**src/rtl/act_mem_ext_loader_pkg.sv**
```systemverilog
// Shared activation-memory constants and the external loader state type.
package act_mem_ext_loader_pkg;

  localparam int unsigned BIT_WIDTH_EXTERNAL_PORT        = 32;
  localparam int unsigned INPUT_CHANNEL_DATA_WIDTH       = 8;
  localparam int unsigned N_DIM_ARRAY                    = 4;
  localparam int unsigned INPUT_CHANNEL_ADDR_SIZE        = 16;
  localparam int unsigned ACT_MEM_SRAM_numWordAddr       = 11;
  localparam int unsigned ACT_MEM_SRAM_blocks_per_column = 4;

  // Row address within one buffer half: word address plus block select.
  localparam int unsigned ACT_LD_ROW_ADDR_W =
    ACT_MEM_SRAM_numWordAddr + $clog2(ACT_MEM_SRAM_blocks_per_column);
  localparam int unsigned ACT_LD_LEN_W = INPUT_CHANNEL_ADDR_SIZE;

  typedef enum logic [1:0] {
    IDLE,
    WAIT_BUF,
    LOAD,
    DONE
  } act_ld_state_t;

endpackage

```
**src/rtl/act_mem_ext_loader.sv**
```systemverilog
// Streams activation tiles from the external write port into one half of the
// double-buffered activation memory (one byte per SRAM column per row).
// Owns ping-pong write-buffer selection, per-buffer full flags and the read
// buffer pointer that follows consumer releases.
//   clk_i/rst_ni              clock, synchronous active-low reset
//   start_i, base_row_i,
//   len_bytes_i               tile request (sampled on accepted start)
//   ext_valid_i/ext_data_i,
//   ext_ready_o               external beat handshake
//   mem_we_o/mem_row_o,
//   mem_buf_o/mem_wdata_o     registered SRAM write port
//   release_i/release_buf_i   consumer buffer release
//   buf_full_o, rd_buf_o      buffer status
//   busy_o, done_o            loader status
module act_mem_ext_loader
  import act_mem_ext_loader_pkg::*;
#(
  parameter int unsigned EXT_W      = BIT_WIDTH_EXTERNAL_PORT,
  parameter int unsigned DATA_W     = INPUT_CHANNEL_DATA_WIDTH,
  parameter int unsigned N_BANKS    = N_DIM_ARRAY,
  parameter int unsigned ROW_ADDR_W = ACT_LD_ROW_ADDR_W,
  parameter int unsigned LEN_W      = ACT_LD_LEN_W
) (
  input  logic                  clk_i,
  input  logic                  rst_ni,
  input  logic                  start_i,
  input  logic [ROW_ADDR_W-1:0] base_row_i,
  input  logic [LEN_W-1:0]      len_bytes_i,
  input  logic                  ext_valid_i,
  input  logic [EXT_W-1:0]      ext_data_i,
  output logic                  ext_ready_o,
  output logic [N_BANKS-1:0]    mem_we_o,
  output logic [ROW_ADDR_W-1:0] mem_row_o,
  output logic                  mem_buf_o,
  output logic [EXT_W-1:0]      mem_wdata_o,
  input  logic                  release_i,
  input  logic                  release_buf_i,
  output logic [1:0]            buf_full_o,
  output logic                  rd_buf_o,
  output logic                  busy_o,
  output logic                  done_o
);

  localparam int unsigned BANK_SH = $clog2(N_BANKS);

  if (EXT_W != N_BANKS * DATA_W) begin : g_width_check
    $error("act_mem_ext_loader: EXT_W must equal N_BANKS*DATA_W");
  end

  act_ld_state_t         state_q, state_d;
  logic                  wr_buf_q, rd_buf_q;
  logic [1:0]            buf_full_q, buf_full_d;
  logic [ROW_ADDR_W-1:0] row_q;
  logic [LEN_W-1:0]      len_q, beats_left_q, beats_total;
  logic [LEN_W:0]        len_round;
  logic [BANK_SH-1:0]    rem;
  logic [N_BANKS-1:0]    tail_mask;
  logic                  accept, last_beat, rel_ok, done_set, wr_buf_free;

  assign accept    = ext_valid_i && (state_q == LOAD);
  assign last_beat = (beats_left_q == LEN_W'(1));
  assign rel_ok    = release_i && buf_full_q[release_buf_i];
  assign done_set  = (state_q == DONE) && (len_q != '0);
  // A release of the target buffer in the same cycle frees it immediately.
  assign wr_buf_free = !buf_full_q[wr_buf_q] || (release_i && (release_buf_i == wr_buf_q));

  // ceil(len / N_BANKS), computed one bit wider so the rounding cannot overflow.
  assign len_round   = {1'b0, len_bytes_i} + (LEN_W+1)'(N_BANKS - 1);
  assign beats_total = LEN_W'(len_round >> BANK_SH);
  assign rem         = len_q[BANK_SH-1:0];

  always_comb begin
    tail_mask = '0;
    for (int unsigned k = 0; k < N_BANKS; k++) begin
      tail_mask[k] = (rem == '0) || (k < 32'(rem));
    end
  end

  always_ff @(posedge clk_i) begin
    if (!rst_ni) state_q <= IDLE;
    else         state_q <= state_d;
  end

  always_comb begin
    state_d     = state_q;
    ext_ready_o = 1'b0;
    busy_o      = 1'b1;
    done_o      = 1'b0;
    unique case (state_q)
      IDLE: begin
        busy_o = 1'b0;
        if (start_i) begin
          if (len_bytes_i == '0)          state_d = DONE;
          else if (buf_full_q[wr_buf_q])  state_d = WAIT_BUF;
          else                            state_d = LOAD;
        end
      end
      WAIT_BUF: begin
        if (wr_buf_free) state_d = LOAD;
      end
      LOAD: begin
        ext_ready_o = 1'b1;
        if (accept && last_beat) state_d = DONE;
      end
      DONE: begin
        done_o  = 1'b1;
        state_d = IDLE;
      end
      default: state_d = IDLE;
    endcase
  end

  // Release and completion may hit different buffers in one cycle; both apply.
  always_comb begin
    buf_full_d = buf_full_q;
    if (rel_ok)   buf_full_d[release_buf_i] = 1'b0;
    if (done_set) buf_full_d[wr_buf_q]      = 1'b1;
  end

  always_ff @(posedge clk_i) begin
    if (!rst_ni) begin
      wr_buf_q     <= 1'b0;
      rd_buf_q     <= 1'b0;
      buf_full_q   <= '0;
      row_q        <= '0;
      len_q        <= '0;
      beats_left_q <= '0;
      mem_we_o     <= '0;
      mem_row_o    <= '0;
      mem_buf_o    <= 1'b0;
      mem_wdata_o  <= '0;
    end else begin
      mem_we_o   <= '0;
      buf_full_q <= buf_full_d;
      if (state_q == IDLE && start_i) begin
        row_q        <= base_row_i;
        len_q        <= len_bytes_i;
        beats_left_q <= beats_total;
      end
      if (accept) begin
        mem_we_o     <= last_beat ? tail_mask : '1;
        mem_row_o    <= row_q;
        mem_buf_o    <= wr_buf_q;
        mem_wdata_o  <= ext_data_i;
        row_q        <= row_q + ROW_ADDR_W'(1);
        beats_left_q <= beats_left_q - LEN_W'(1);
      end
      if (rel_ok)   rd_buf_q <= ~rd_buf_q;
      if (done_set) wr_buf_q <= ~wr_buf_q;
    end
  end

  assign buf_full_o = buf_full_q;
  assign rd_buf_o   = rd_buf_q;

endmodule

```
**config.mk**
```make
export PLATFORM = sky130hd
export DESIGN_NAME = act_mem_ext_loader
export DESIGN_NICKNAME = d
export VERILOG_FILES = /design/src/rtl/act_mem_ext_loader_pkg.sv /design/src/rtl/act_mem_ext_loader.sv
export SDC_FILE = /design/constraint.sdc
export NUM_CORES = 1
export LEC_CHECK = 0
export ABC_AREA = 1
export BUFFER_PORTS_ARGS = -buffer_cell sky130_fd_sc_hd__buf_2
export CELL_PAD_IN_SITES_DETAIL_PLACEMENT = 0
export CELL_PAD_IN_SITES_GLOBAL_PLACEMENT = 1
export CORE_MARGIN = 2
export CORE_UTILIZATION = 37
export CTS_BUF_LIST = sky130_fd_sc_hd__clkbuf_16
export DETAILED_ROUTE_END_ITERATION = 10
export PLACE_DENSITY_LB_ADDON = 0.08
export SYNTH_ARGS = -nofsm -noshare
export SYNTH_HDL_FRONTEND = slang
export SYNTH_SLANG_ARGS = --single-unit
```
**constraint.sdc**
```tcl
create_clock -name clk_i -period 2.2 [get_ports clk_i]
set_clock_uncertainty 0.05 [all_clocks]
set_input_delay 0 -clock clk_i [delete_from_list [all_inputs] [get_ports clk_i]]
set_output_delay 0 -clock clk_i [all_outputs]
set_load 0.05 [all_outputs]
```
==> Yosys cells after proc, flatten, opt, wreduce, memory -nomap -nowiden <==
Cells that the tools add are included.
{ "op_classes": {"n_addsub": 3, "mux": 24, "reduce_logical": 20, "eq_ne": 8, "n_lt_le_gt_ge": 7, "bitwise_logic": 5} }
{ "op_table": {"columns": ["op", "n"], "rows": [
  ["2-to-1 mux 16 bit", 2],
  ["2-to-1 mux 13 bit", 2],
  ["adder 16 x 2 -> 17 bit, second input constant", 1],
  ["== test 16 x 1 -> 1 bit, second input constant", 1],
  ["zero test 16 bit", 1],
  ["nonzero test 16 bit", 1],
  ["subtractor 16 x 1 -> 16 bit, second input constant", 1],
  ["2-to-1 mux 2 bit", 7],
  ["adder 13 x 1 -> 13 bit, second input constant", 1],
  ["2-to-1 mux 1 bit", 9],
  ["logical AND 1 bit", 8],
  ["case mux 2 bit (4 select lines)", 1],
  ["== test 2 bit, second input constant", 2],
  ["zero test 2 bit", 2],
  ["logical OR 1 bit", 4],
  ["less-than comparator 1 x 2 -> 1 bit, first input constant", 2],
  ["less-than comparator 1 x 2 -> 1 bit, second input constant", 2],
  ["2-to-1 mux 4 bit", 1],
  ["!= test 2 bit, second input constant", 2],
  ["AND reduction 3 bit", 1],
  ["AND 2 bit", 1],
  ["demux 1 bit (select 1 bit)", 2],
  ["== test 2 x 1 -> 1 bit, second input constant", 1],
  ["greater-or-equal comparator 1 bit, second input constant", 2],
  ["other kinds (9)", 10]
]} }
{ "totals": {"elab_cells": 78, "ff_bits": 101, "inputBits": 67, "out_inout_bits": 56} }

==> Depth between registers and ports, before layout <==
{ "depth": {"word_depth": 9, "depth_mapped": 10, "mapped_depth_nobuf": 10} }

==> Least setup slack after synthesis <==
Ideal clock, no wire load.
{ "synth_timing": {"path_type": "reg2reg", "startpoint": "register state_q[0]", "endpoint": "register row_q[6]", "setup_time_ns": 0.128, "path_slack_ns": 0.263, "n_path_buf": 1, "stages_incl_launch_ff": 9, "synth_period_minus_slack_ns": 1.937, "arrival_time_ns": 1.759, "required_ns": 2.022, "cell_sequence": "dfxtp_1 > inv_1 > ha_1 > nand2_2 > inv_2 > buf_2 > nand3_1 > a31oi_1 > nor2_1"} }
{ "synth_between": {"elab_chain_len": 3, "word_cells_on_any_way": 6} }
{ "synth_rtl": {"columns": ["element", "line_no", "text"], "rows": [
  ["from (decl)", "act_mem_ext_loader.sv:50", "act_ld_state_t state_q, state_d;"],
  ["from (signal assigned)", "act_mem_ext_loader.sv:81", "else state_q <= state_d;"],
  ["== test 2 bit or zero test 2 bit (tied branches)", "act_mem_ext_loader.sv:60, act_mem_ext_loader.sv:135", null],
  ["logical AND 1 bit, on equally long branches", "act_mem_ext_loader.sv:60, act_mem_ext_loader.sv:135", null],
  ["2-to-1 mux 13 bit or nonzero test 2 bit (tied branches)", null, null],
  ["to (signal assigned)", "act_mem_ext_loader.sv:136", "row_q <= base_row_i;"],
  ["to (signal assigned)", "act_mem_ext_loader.sv:145", "row_q <= row_q + ROW_ADDR_W'(1);"],
  ["to (decl)", "act_mem_ext_loader.sv:53", "logic [ROW_ADDR_W-1:0] row_q;"]
]} }
Several ways; a longest one is shown, not always the timed one.
A chain may end at the register's enable or synchronous reset.

==> Final worst setup path <==
Same ends and word-level chain as after synthesis.

==> impl_metrics.csv <==
group,metric,value,unit
route,via_count,5352,
sta,setup_viol,0,
layout,final_cell_mix,"nor2_1 (158), nand2_1 (132), buf_2 (122)",
synthesis,post_synth_fa_ha_maj_area_fraction,2.53,%
clocking,clkLatencyLatePin,350,ps
synthesis,synth_fp_nets,817,
sta,maxClockFrequency,0.534,GHz
layout,antenna_cells,0,
setup_path,cp_slowest_cell,"dfxtp_1",
setup_path,cp_max_fo,11,
clocking,cts_root_buf,"clkbuf_16",
route,viasPerCell,4.87,
clocking,cts_buffer_depth,2,
worst_hold_path,min_path_type,"in2reg",
clocking,h-tree-depth,3,
layout,area_growth,34.3,%
placement,hpwl,10.2,mm
synthesis,synth-xor-area-share,0.177,%
setup_path,crit_path_end_kind,"register",
layout,finalNetCount,996,
setup_path,critPathMaxStageDelay,380,ps
die,dieWidth,120,microns
route,drt_wl_total,14.7,mm
global_routing,grt_pass1_wl,23.7,mm
setup_path,rrSetupSlack,330,ps
sta,maxSlewViolCount,0,
pwr,swShare,46.4,%
synthesis,synthesis.area,4940,sq um
clocking,cts_setup_buffers,0,
route,wl_per_cell,13.4,microns
layout,final_cells,1099,
synthesis,synth-seq-cells,101,
pwr,clkPwrFrac,19.5,%
sta,finalHoldViolCount,0,
synthesis,synth_top_family_by_area,"simple AND/OR/NAND/NOR gates",
synthesis,synth_cell_types,31,
route,first_iter_violations,264,
setup_path,path_class,"reg2reg",
synthesis,ys_seq_area_share,40.9,%
global_routing,overflow,0,
synthesis,yosysTopAreaCell,"dfxtp_1",
die,die-area,14300,sq um
clocking,cts_buffers,9,
setup_path,crit_chain,"inv_1 > ha_1 > nand2_2 > buf_4 > nand2_2 > inv_1 > a21oi_1 > a31oi_1 > nor2_1",
sta,fin_setup_tns,0,ps
sta,relSlewSlack,59.9,%
placement,postPlaceCellArea,5730,sq um
setup_path,cp-start-kind,"register",
die,num_rows,42,
pwr,p_switching,3630,uW
layout,final_common_cell,"nor2_1",
pwr,leakagePower,0.00312,uW
clocking,cts_tree,"built",
setup_path,cp_top_family,"buffers and inverters",
flow_run,drv_cap,0,
run_status,status,"finished, final reports clean",
clocking,clkTransAtPathRegs,70,ps
synthesis,synth_area_per_cell,6.68,sq um
route,antenna_left,0,
placement,gp_congestion,0.832,
sta,post-route-period-util,85.1,%
clocking,cts_sinks,101,
setup_path,worstPathArrival,2050,ps
global_routing,grt_pass1_vias,4944,
placement,dp_slack,313,ps
layout,final_cell_area,6640,sq um
sta,worstMarginPinSlew,601,ps
placement,io_buffers,122,
pwr,peakVddDrop,0.000591,V
sta,min_period,1870,ps
synthesis,yosys_warnings,0,
global_routing,track_usage,20.5,%
die,coreArea,13100,sq um
die,io_pins,123,
synthesis,synth-simple-area-share,32.0,%
global_routing,antenna_found_initial,0,
synthesis,synth-compound-area-share,16.7,%
route,drtPass1Iterations,5,
placement,place_inst,1020,
pwr,p_per_area,1180,nW/um^2
synthesis,syn_inst,740,
synthesis,synth.area.top_cells,"dfxtp_1 (41%), nor2_1 (12%), nand2_1 (10%)",
clocking,cts_hold_buf,64,
clocking,cts_resized,0,
pwr,p_int,4180,uW
route,drc,0,
pwr,p_comb_share,46.6,%
sta,setup_slack,327,ps
pwr,seqPwrFrac,33.9,%
synthesis,synthMuxAreaShare,0,%
synthesis,synth_top_area_share,40.9,%
global_routing,grt_max_degree,38,
sta,rsz0062_at_grt,"no",
layout,layout-drive-gt1-share,18.9,%
setup_path,critical_path_required,2370,ps
setup_path,crit_buf_inv,3,
die,start_util,37.6,%
die,dieHeight,120,microns
metrics by stage:
stage	utilization, %	hold WS [ps]	total power [uW]
2_1_floorplan	-	77.6	5330
3_3_place_gp	43.6	200	6160
3_5_place_dp	43.6	207	6210
4_1_cts	50.5	0.219	7860
5_1_grt	50.5	60.9	8420
6_report	50.5	7.95	7810
synthesized netlist by cell type, drive strengths merged:
cell type  number
nor2          171
nand2         138
dfxtp         101
o21ai          93
inv            64
nand3          47
a21oi          46
buf            17
clkbuf         13
a31oi          12
ha             10
nand4           8
nor3            5
or2             4
a41oi           3
o211ai          2
a21boi          1
and2            1
nand3b          1
nor4            1
o22ai           1
xor2            1
flip-flops by register name, indices dropped and copies added (netlist names):
register / count
mem_we_o: 4
wr_buf_q: 1
rd_buf_o: 1
mem_wdata_o: 32
beats_left_q: 16
len_q: 16
mem_buf_o: 1
row_q: 13
buf_full_o: 2
state_q: 2
mem_row_o: 13
worst register-to-register path: stages, from the launching register on:
cell	delay (ps)
dfxtp_1	380
inv_1	100
ha_1	250
nand2_2	100
buf_4	170
nand2_2	90
inv_1	330
a21oi_1	80
a31oi_1	170
nor2_1	50
layout make-up:
cell class | count | area (sq um)
Clock buffer | 9 | 225
Clock inverter | 6 | 46.3
Fill cell | 1341 | 6500
Inverter | 64 | 240
Multi-Input combinational cell | 545 | 2540
Sequential cell | 101 | 2020
Tap cell | 176 | 220
Timing Repair Buffer | 198 | 1340
cells by family (layout without fill, tap and decap cells):
kind of cell,count (synthesis),in the layout
fa+ha+maj,10,10
simple gates,376,376
buf+inv,94,277
flops,101,101
xor+xnor,1,1
compound gates,158,158
routing by layer:
| layer | track usage, % | part of all wire (%) | vias to the layer above |
|---|---|---|---|
| met5 | 0 | 0 | - |
| met4 | 6.91 | 1.5 | 0 |
| met3 | 2.80 | 4.5 | 15 |
| met2 | 33.1 | 46 | 141 |
| met1 | 28.2 | 48 | 2434 |
| li1 | - | - | 2762 |
path summary, 6_finish.rpt:
| path | from | to | depth (start not counted) |
|---|---|---|---|
| setup / recovery | state_q[0]$_SDFFE_PN0P_ | row_q[6]$_SDFFE_PN0P_ | 9 |
| hold reg to reg | rd_buf_o$_SDFFE_PN0N_ | rd_buf_o$_SDFFE_PN0N_ | 1 |
| hold / removal | base_row_i[4] | row_q[4]$_SDFFE_PN0P_ | 5 |
| setup reg to reg | state_q[0]$_SDFFE_PN0P_ | row_q[6]$_SDFFE_PN0P_ | 9 |
power groups by stage:
| stage | Combinational, uW | Sequential, uW | Clock, uW |
|---|---|---|---|
| finish | 3630 | 2650 | 1520 |
| global route | 4060 | 2710 | 1640 |
| CTS | 3640 | 2640 | 1570 |
| detailed placement | 3530 | 2680 | 0 |
| global placement | 3490 | 2670 | 0 |
| floorplan | 2030 | 3300 | 0 |
No activity file was read; power rests on OpenSTA's default activity.
